`src/rtl/logip_pkg.sv`:
```
// Shared types and widths for the capture controller and its helpers.
package logip_pkg;

    localparam int CFG_CNT_W = 16;
    localparam int DIV_W     = 24;

    typedef enum logic [2:0] {
        ST_IDLE    = 3'd0,
        ST_ARMED   = 3'd1,
        ST_DELAY   = 3'd2,
        ST_RD_ADDR = 3'd3,
        ST_RD_DATA = 3'd4
    } state_t;

endpackage

```
`src/rtl/capture_ctrl_if.sv`:
```
// Sample RAM port and readout stream of the capture controller.
interface capture_ctrl_if #(
    parameter int ADDR_W = 10,
    parameter int SMPL_W = 32
);
    logic              mem_we_o;
    logic [ADDR_W-1:0] mem_addr_o;
    logic [SMPL_W-1:0] mem_wdata_o;
    logic [SMPL_W-1:0] mem_rdata_i;
    logic [SMPL_W-1:0] tx_data_o;
    logic              tx_valid_o;
    logic              tx_ready_i;

    modport master (
        output mem_we_o, mem_addr_o, mem_wdata_o,
        input  mem_rdata_i,
        output tx_data_o, tx_valid_o,
        input  tx_ready_i
    );

    modport slave (
        input  mem_we_o, mem_addr_o, mem_wdata_o,
        output mem_rdata_i,
        input  tx_data_o, tx_valid_o,
        output tx_ready_i
    );
endinterface

```
`src/rtl/capture_ctrl_load_cnt.sv`:
```
// Loadable down-counter with zero flag; saturates at zero.
module load_cnt #(
    parameter int W = 16
) (
    input  logic         clk_i,
    input  logic         rst_i,
    input  logic         load_i,
    input  logic [W-1:0] load_val_i,
    input  logic         dec_i,
    output logic         zero_o
);
    logic [W-1:0] cnt_q;

    always_ff @(posedge clk_i or posedge rst_i) begin
        if (rst_i) begin
            cnt_q <= '0;
        end else if (load_i) begin
            cnt_q <= load_val_i;
        end else if (dec_i && (cnt_q != '0)) begin
            cnt_q <= cnt_q - W'(1);
        end
    end

    assign zero_o = (cnt_q == '0);
endmodule

```
`src/rtl/capture_ctrl.sv`:
```
// Capture controller: pre/post-trigger sampling into a ring RAM, then streamed readout.
//   state      | meaning
//   ST_IDLE    | waiting for arm; cfg_stb accepted here only
//   ST_ARMED   | writing pre-trigger samples, waiting for trig
//   ST_DELAY   | writing post-trigger samples until delay counter is zero
//   ST_RD_ADDR | presenting read address to the RAM
//   ST_RD_DATA | capturing RAM data and holding it until the sink accepts
module capture_ctrl
    import logip_pkg::*;
#(
    parameter int ADDR_W = 10,
    parameter int SMPL_W = 32
) (
    input  logic                 clk_i,
    input  logic                 rst_i,
    input  logic [DIV_W-1:0]     cfg_div_i,
    input  logic [CFG_CNT_W-1:0] cfg_cnt_i,
    input  logic [CFG_CNT_W-1:0] cfg_dly_i,
    input  logic                 cfg_stb_i,
    input  logic                 arm_i,
    input  logic                 trig_i,
    input  logic                 abort_i,
    output logic [DIV_W-1:0]     fdiv_o,
    output logic                 set_div_o,
    input  logic [SMPL_W-1:0]    smpl_i,
    input  logic                 smpl_stb_i,
    capture_ctrl_if.master       bus,
    output logic                 busy_o,
    output logic                 done_o
);
    localparam int RCAP_W = CFG_CNT_W + 1;
    localparam logic [RCAP_W-1:0] DEPTH_CAP =
        (ADDR_W >= RCAP_W) ? {RCAP_W{1'b1}} : (RCAP_W'(1) << ADDR_W);

    state_t state_q, state_d;

    logic [CFG_CNT_W-1:0] cfg_cnt_q, cfg_dly_q, n_rd;
    logic [DIV_W-1:0]     fdiv_q;
    logic                 set_div_q;
    logic [ADDR_W-1:0]    wptr_q, rptr_q, wr_addr_q;
    logic [SMPL_W-1:0]    wdata_q, tx_data_q;
    logic                 we_q, tx_valid_q, done_q;

    logic cfg_load, wr_en, dly_load, dly_dec, dly_zero;
    logic rd_load, rd_dec, rd_zero, rd_fetch, xfer, done_set;

    // Words to read back can never exceed what the ring holds.
    assign n_rd = ({1'b0, cfg_cnt_q} > DEPTH_CAP) ? CFG_CNT_W'(DEPTH_CAP) : cfg_cnt_q;

    always_ff @(posedge clk_i or posedge rst_i) begin
        if (rst_i) begin
            state_q <= ST_IDLE;
        end else begin
            state_q <= state_d;
        end
    end

    always_comb begin
        state_d  = state_q;
        cfg_load = 1'b0;
        wr_en    = 1'b0;
        dly_load = 1'b0;
        dly_dec  = 1'b0;
        rd_load  = 1'b0;
        rd_dec   = 1'b0;
        rd_fetch = 1'b0;
        xfer     = 1'b0;
        done_set = 1'b0;
        if (abort_i) begin
            state_d = ST_IDLE;
        end else begin
            case (state_q)
                ST_IDLE: begin
                    cfg_load = cfg_stb_i;
                    if (arm_i) state_d = ST_ARMED;
                end
                ST_ARMED: begin
                    wr_en = smpl_stb_i;
                    if (trig_i) begin
                        state_d  = ST_DELAY;
                        dly_load = 1'b1;
                    end
                end
                ST_DELAY: begin
                    // Once the post-trigger budget is spent no further sample is stored.
                    if (dly_zero) begin
                        if (n_rd == '0) begin
                            state_d  = ST_IDLE;
                            done_set = 1'b1;
                        end else begin
                            state_d = ST_RD_ADDR;
                            rd_load = 1'b1;
                        end
                    end else begin
                        wr_en   = smpl_stb_i;
                        dly_dec = smpl_stb_i;
                    end
                end
                ST_RD_ADDR: state_d = ST_RD_DATA;
                ST_RD_DATA: begin
                    if (!tx_valid_q) begin
                        rd_fetch = 1'b1;
                    end else if (bus.tx_ready_i) begin
                        xfer   = 1'b1;
                        rd_dec = 1'b1;
                        if (rd_zero) begin
                            state_d  = ST_IDLE;
                            done_set = 1'b1;
                        end else begin
                            state_d = ST_RD_ADDR;
                        end
                    end
                end
                default: state_d = ST_IDLE;
            endcase
        end
    end

    always_ff @(posedge clk_i or posedge rst_i) begin
        if (rst_i) begin
            cfg_cnt_q  <= '0;
            cfg_dly_q  <= '0;
            fdiv_q     <= '0;
            set_div_q  <= 1'b0;
            wptr_q     <= '0;
            rptr_q     <= '0;
            wr_addr_q  <= '0;
            wdata_q    <= '0;
            we_q       <= 1'b0;
            tx_data_q  <= '0;
            tx_valid_q <= 1'b0;
            done_q     <= 1'b0;
        end else begin
            set_div_q <= cfg_load;
            if (cfg_load) begin
                cfg_cnt_q <= cfg_cnt_i;
                cfg_dly_q <= cfg_dly_i;
                fdiv_q    <= cfg_div_i;
            end
            we_q <= wr_en;
            if (wr_en) begin
                wr_addr_q <= wptr_q;
                wdata_q   <= smpl_i;
                wptr_q    <= wptr_q + ADDR_W'(1);
            end
            if (rd_load) begin
                rptr_q <= wptr_q - ADDR_W'(n_rd);
            end else if (xfer) begin
                rptr_q <= rptr_q + ADDR_W'(1);
            end
            if (abort_i) begin
                tx_valid_q <= 1'b0;
            end else if (rd_fetch) begin
                tx_data_q  <= bus.mem_rdata_i;
                tx_valid_q <= 1'b1;
            end else if (xfer) begin
                tx_valid_q <= 1'b0;
            end
            done_q <= done_set;
        end
    end

    load_cnt #(.W(CFG_CNT_W)) u_dly_cnt (
        .clk_i      (clk_i),
        .rst_i      (rst_i),
        .load_i     (dly_load),
        .load_val_i (cfg_dly_q),
        .dec_i      (dly_dec),
        .zero_o     (dly_zero)
    );

    // Loaded with words-after-this-one, so zero marks the final transfer.
    load_cnt #(.W(CFG_CNT_W)) u_rd_cnt (
        .clk_i      (clk_i),
        .rst_i      (rst_i),
        .load_i     (rd_load),
        .load_val_i (n_rd - CFG_CNT_W'(1)),
        .dec_i      (rd_dec),
        .zero_o     (rd_zero)
    );

    assign fdiv_o          = fdiv_q;
    assign set_div_o       = set_div_q;
    assign bus.mem_we_o    = we_q;
    assign bus.mem_addr_o  = (state_q == ST_RD_ADDR || state_q == ST_RD_DATA) ? rptr_q : wr_addr_q;
    assign bus.mem_wdata_o = wdata_q;
    assign bus.tx_data_o   = tx_data_q;
    assign bus.tx_valid_o  = tx_valid_q;
    assign busy_o          = (state_q != ST_IDLE);
    assign done_o          = done_q;
endmodule

```
`src/flat_wrapper.sv`:
```
// flat-port wrapper written by rule: the top's interface ports become plain ports
module capture_ctrl_flat import logip_pkg::*;
#(
    parameter int ADDR_W = 10,
    parameter int SMPL_W = 32
)
  (clk_i, rst_i, cfg_div_i, cfg_cnt_i, cfg_dly_i, cfg_stb_i, arm_i, trig_i, abort_i, fdiv_o, set_div_o, smpl_i, smpl_stb_i, busy_o, done_o, bus_mem_we_o, bus_mem_addr_o, bus_mem_wdata_o, bus_mem_rdata_i, bus_tx_data_o, bus_tx_valid_o, bus_tx_ready_i);
  capture_ctrl_if #(.ADDR_W(ADDR_W), .SMPL_W(SMPL_W)) bus_i ();
  input  logic clk_i;
  input  logic rst_i;
  input  logic [DIV_W-1:0] cfg_div_i;
  input  logic [CFG_CNT_W-1:0] cfg_cnt_i;
  input  logic [CFG_CNT_W-1:0] cfg_dly_i;
  input  logic cfg_stb_i;
  input  logic arm_i;
  input  logic trig_i;
  input  logic abort_i;
  output logic [DIV_W-1:0] fdiv_o;
  output logic set_div_o;
  input  logic [SMPL_W-1:0] smpl_i;
  input  logic smpl_stb_i;
  output logic busy_o;
  output logic done_o;
  output wire logic [$bits(bus_i.mem_we_o)-1:0] bus_mem_we_o;
  output wire logic [$bits(bus_i.mem_addr_o)-1:0] bus_mem_addr_o;
  output wire logic [$bits(bus_i.mem_wdata_o)-1:0] bus_mem_wdata_o;
  input wire logic [$bits(bus_i.mem_rdata_i)-1:0] bus_mem_rdata_i;
  output wire logic [$bits(bus_i.tx_data_o)-1:0] bus_tx_data_o;
  output wire logic [$bits(bus_i.tx_valid_o)-1:0] bus_tx_valid_o;
  input wire logic [$bits(bus_i.tx_ready_i)-1:0] bus_tx_ready_i;
  assign bus_mem_we_o = bus_i.mem_we_o;
  assign bus_mem_addr_o = bus_i.mem_addr_o;
  assign bus_mem_wdata_o = bus_i.mem_wdata_o;
  assign bus_i.mem_rdata_i = bus_mem_rdata_i;
  assign bus_tx_data_o = bus_i.tx_data_o;
  assign bus_tx_valid_o = bus_i.tx_valid_o;
  assign bus_i.tx_ready_i = bus_tx_ready_i;
  capture_ctrl #(.ADDR_W(ADDR_W), .SMPL_W(SMPL_W)) u_core (.clk_i(clk_i), .rst_i(rst_i), .cfg_div_i(cfg_div_i), .cfg_cnt_i(cfg_cnt_i), .cfg_dly_i(cfg_dly_i), .cfg_stb_i(cfg_stb_i), .arm_i(arm_i), .trig_i(trig_i), .abort_i(abort_i), .fdiv_o(fdiv_o), .set_div_o(set_div_o), .smpl_i(smpl_i), .smpl_stb_i(smpl_stb_i), .bus(bus_i), .busy_o(busy_o), .done_o(done_o));
endmodule
```
`config.mk`:
```
export PLATFORM = sky130hd
export DESIGN_NAME = capture_ctrl_flat
export DESIGN_NICKNAME = d
export VERILOG_FILES = /design/src/rtl/logip_pkg.sv /design/src/rtl/capture_ctrl_if.sv /design/src/rtl/capture_ctrl_load_cnt.sv /design/src/rtl/capture_ctrl.sv /design/src/flat_wrapper.sv
export SDC_FILE = /design/constraint.sdc
export NUM_CORES = 1
export LEC_CHECK = 0
export CAP_MARGIN = 20
export CELL_PAD_IN_SITES_DETAIL_PLACEMENT = 1
export CELL_PAD_IN_SITES_GLOBAL_PLACEMENT = 1
export CORE_MARGIN = 4
export CORE_UTILIZATION = 35
export CTS_BUF_LIST = sky130_fd_sc_hd__clkbuf_16
export CTS_CLUSTER_SIZE = 14
export DETAILED_ROUTE_END_ITERATION = 8
export PLACE_DENSITY_LB_ADDON = 0.15
export SLEW_MARGIN = 20
export SYNTH_ARGS = -nofsm -noshare
export SYNTH_HDL_FRONTEND = slang
export SYNTH_SLANG_ARGS = --single-unit
```
`constraint.sdc`:
```
create_clock -name clk_i -period 8.6 [get_ports clk_i]
set_input_delay 1.72 -clock clk_i [delete_from_list [all_inputs] [get_ports clk_i]]
set_output_delay 1.72 -clock clk_i [all_outputs]
set_load 0.02 [all_outputs]
```
==> results.ini <==
[run_status]
status=finished clean

[layout]
final_cells=1397
drive_gt1_frac=0.157
area_delta_synth_final_pct=35.7
seq_area_um2=4730
fin_nets=1196
fillerInstances=2759
antenna_cells=0
fin_util=0.485
fin_area_um2=12200
multi_input_area_um2=4080

[cts]
cts_buffer_depth=2
root_buffer=clkbuf_16
cts_resized=0
tritoncts=built
path_clk_slew_ns=0.08
clkLatencyLatePin_ns=0.43
cts_setup_buffers=0
cts_hold_buf=0
numCtsBuffers=17
clkSinkCount=189
htreeDepth=4

[timing]
rsz0062_at_grt=no
fin_setup_tns_ns=0
min_period_over_period=0.561
clock.fmax_ghz=0.207
worst_pin_slew_ns=0.964
post-route-min-period_ns=4.83
skew_ns=0.0190
worst_slack_ns=3.77
finalHoldViolCount=0
finalSetupViolCount=0
report.final.slew_viol_count=0
relSlewSlack=0.357

[floorplanning]
rows=58
start_util=0.357
die_area_um2=28400
core-area_um2=25300
die_w_um=169
chipHeight_um=169
io_pins=231

[job]
maxCapViolations=0

[critical_path]
path_max_fanout=31
critPathCaptureType=register
path_class=input pin to register
rr_startpoint=u_core.u_dly_cnt.cnt_q[0]
cp.required_ns=8.89
r2r_end=u_core.u_rd_cnt.cnt_q[10]
critical_path.slowest_cell=clkdlybuf4s50_1
cpPeakStageDelay_ns=0.57
ff2ff_setup_slack_ns=4.69
reg2reg_depth=14
crit_buf_inv=2
worstPathCellList=clkdlybuf4s50_1, nor3_1, o211a_4, nand2_1, a21boi_0, ha_1, inv_1, a21oi_1, mux2i_2, nor4_4, a211oi_1, a211oi_2
cp_top_family=compound AO/OA/AOI/OAI gates
start_kind=input pin
cp_data_arrival_time_ns=5.11

[global_route]
antenna_found_initial=1
grt_usage=0.186
grt_pass1_wl_um=42300
grt_pass1_vias=7632
grt_overflow=0
grt_max_degree=117

[power_and_ir_drop]
ir_drop_mv=0.133
powerDensity_nw_per_um2=246
p_leak_uw=0.00530

[logic_synthesis]
yosys-top-cells-area=dfrtp_1 (52%), mux2_2 (12%), nand2_1 (7.4%), xnor2_1 (2.2%), ha_1 (1.8%)
ys_types=67
ys.warnings.count=0
synth_common_cells=dfrtp_1 (189), nand2_1 (178), mux2_2 (99), nor2_1 (39), o21ai_0 (27)
ys_ff_latch=189
synth_nets=977
synth_enable_flop_cells=0
synthCells=835
synth_top_area_frac=0.525
avgSynthCellArea_um2=10.8
synth_ff_type=dfrtp_1
ys_async_sr_fraction=1.00
netlist_area_um2=9020
synth_largest_area_cell=dfrtp_1
seq_area_frac_synth=0.525
post-synth-top-count-cell=dfrtp_1

[route]
dr_wl_met2_um=12600
first_pass_iters=4
top_layer=met5
wl_um=26100
wl_met3_um=1920
dr.first_iter.drc_count=287
vias_per_cell=5.00
via_count=6984
wirelength_met1_um=11500
post_drt_wl_per_cell_um=18.7
antenna_left=0
drt_drc_violations_left=0

[placement]
post-place-ws_ns=3.32
placed_area_um2=11600
dp_cells=1365
finalWeightedCongestion=0.803
place.detailed.hpwl_um=18800
portBuffers=230

[hold_path]
min_to=u_core.u_dly_cnt.cnt_q[12]
hold_start=u_core.cfg_dly_q[12]
hold_path.class=register to register
whs_path_depth=2

cells in the final DEF, fill, tap and decap left out, types with 7 or more instances in the layout:
master	synthesis	routed
clkbuf_16	0	17
nand2_1	178	178
nor3_1	26	25
xnor2_1	23	23
a21oi_1	20	20
ha_1	13	13
mux2i_1	9	9
inv_1	16	15
nor2_1	39	39
or3_1	7	7
dfrtp_1	189	189
clkdlybuf4s50_1	0	230
nand3_1	22	20
o21ai_0	27	27
mux2_2	99	99
and3_1	10	10
xor2_1	16	16
metal layers:
layer | up-vias | GRT usage
met3 | 10 | 0.0677
li1 | 3326 | -
met4 | 2 | 0.0268
met5 | - | 0
met2 | 160 | 0.306
met1 | 3486 | 0.243
per-stage QoR:
| step | total power [uW] | hold slack, ns |
|---|---|---|
| final | 3010 | 0.476 |
| after global routing | 3200 | 0.509 |
| after CTS | 3060 | 0.484 |
| after detailed placement | 2220 | 0.466 |
| after global placement | 2200 | 0.454 |
| after floorplan | 1760 | 0.442 |
worst register-to-register path, delay by kind of cell (launching register included):
family	cells	cell delay, ns
adders and majority gates	2	0.52
buffers and inverters	2	0.21
DFF	1	0.41
AOI/OAI and AO/OA	5	1.14
and+or+nand+nor	4	1.05
muxes	1	0.45
logic make-up (layout without fill, tap and decap cells):
logic type                 count (synthesis)  in the layout  synth area share
xor gates and xnor gates                  39             39            0.0379
buffers and inverters                     51            283            0.0244
muxes                                    110            110             0.137
AOI/OAI and AO/OA                         98             98            0.0783
DFF                                      189            189             0.525
and+or+nand+nor                          334            334             0.178
adders and majority gates                 14             14            0.0203
sequential cells by signal, indices dropped and copies added, names as in the netlist:
signal and count:
u_core.rptr_q 10, u_core.wr_addr_q 10, u_core.bus.mem_wdata_o 32, u_core.state_q 3, u_core.bus.mem_we_o 1, u_core.cfg_dly_q 16, u_core.wptr_q 10, u_core.bus.tx_data_o 32
u_core.u_dly_cnt.cnt_q 16, u_core.set_div_o 1, u_core.u_rd_cnt.cnt_q 16, u_core.done_o 1, u_core.bus.tx_valid_o 1, u_core.fdiv_o 24, u_core.cfg_cnt_q 16
how the worst max path moves through the flow:
stage	slack, ns	depth (start not counted)	from	to
floorplan	1.74	1	rst_i	u_core.bus.mem_wdata_o[0]
global placement	3.43	12	abort_i	u_core.u_rd_cnt.cnt_q[10]
detailed placement	3.32	12	abort_i	u_core.u_rd_cnt.cnt_q[10]
CTS	3.76	12	abort_i	u_core.u_rd_cnt.cnt_q[10]
global route	3.42	12	abort_i	u_core.u_rd_cnt.cnt_q[10]
finish	3.77	12	abort_i	u_core.u_rd_cnt.cnt_q[10]
report_power, final:
group	switching [uW]	leakage [uW]	internal [uW]
sequential	167	0.00238	1090
combinational	462	0.00263	478
clock	417	0.000290	396
cell type report:
class / count / area share
well taps: 330 / 0.0337
inverters: 16 / 0.00552
flip-flops and latches: 189 / 0.386
multi-input cells: 595 / 0.333
clock inverters: 15 / 0.0149
repair buffers: 235 / 0.191
clock buffers: 17 / 0.0348
(Power assumes the default switching activity.)
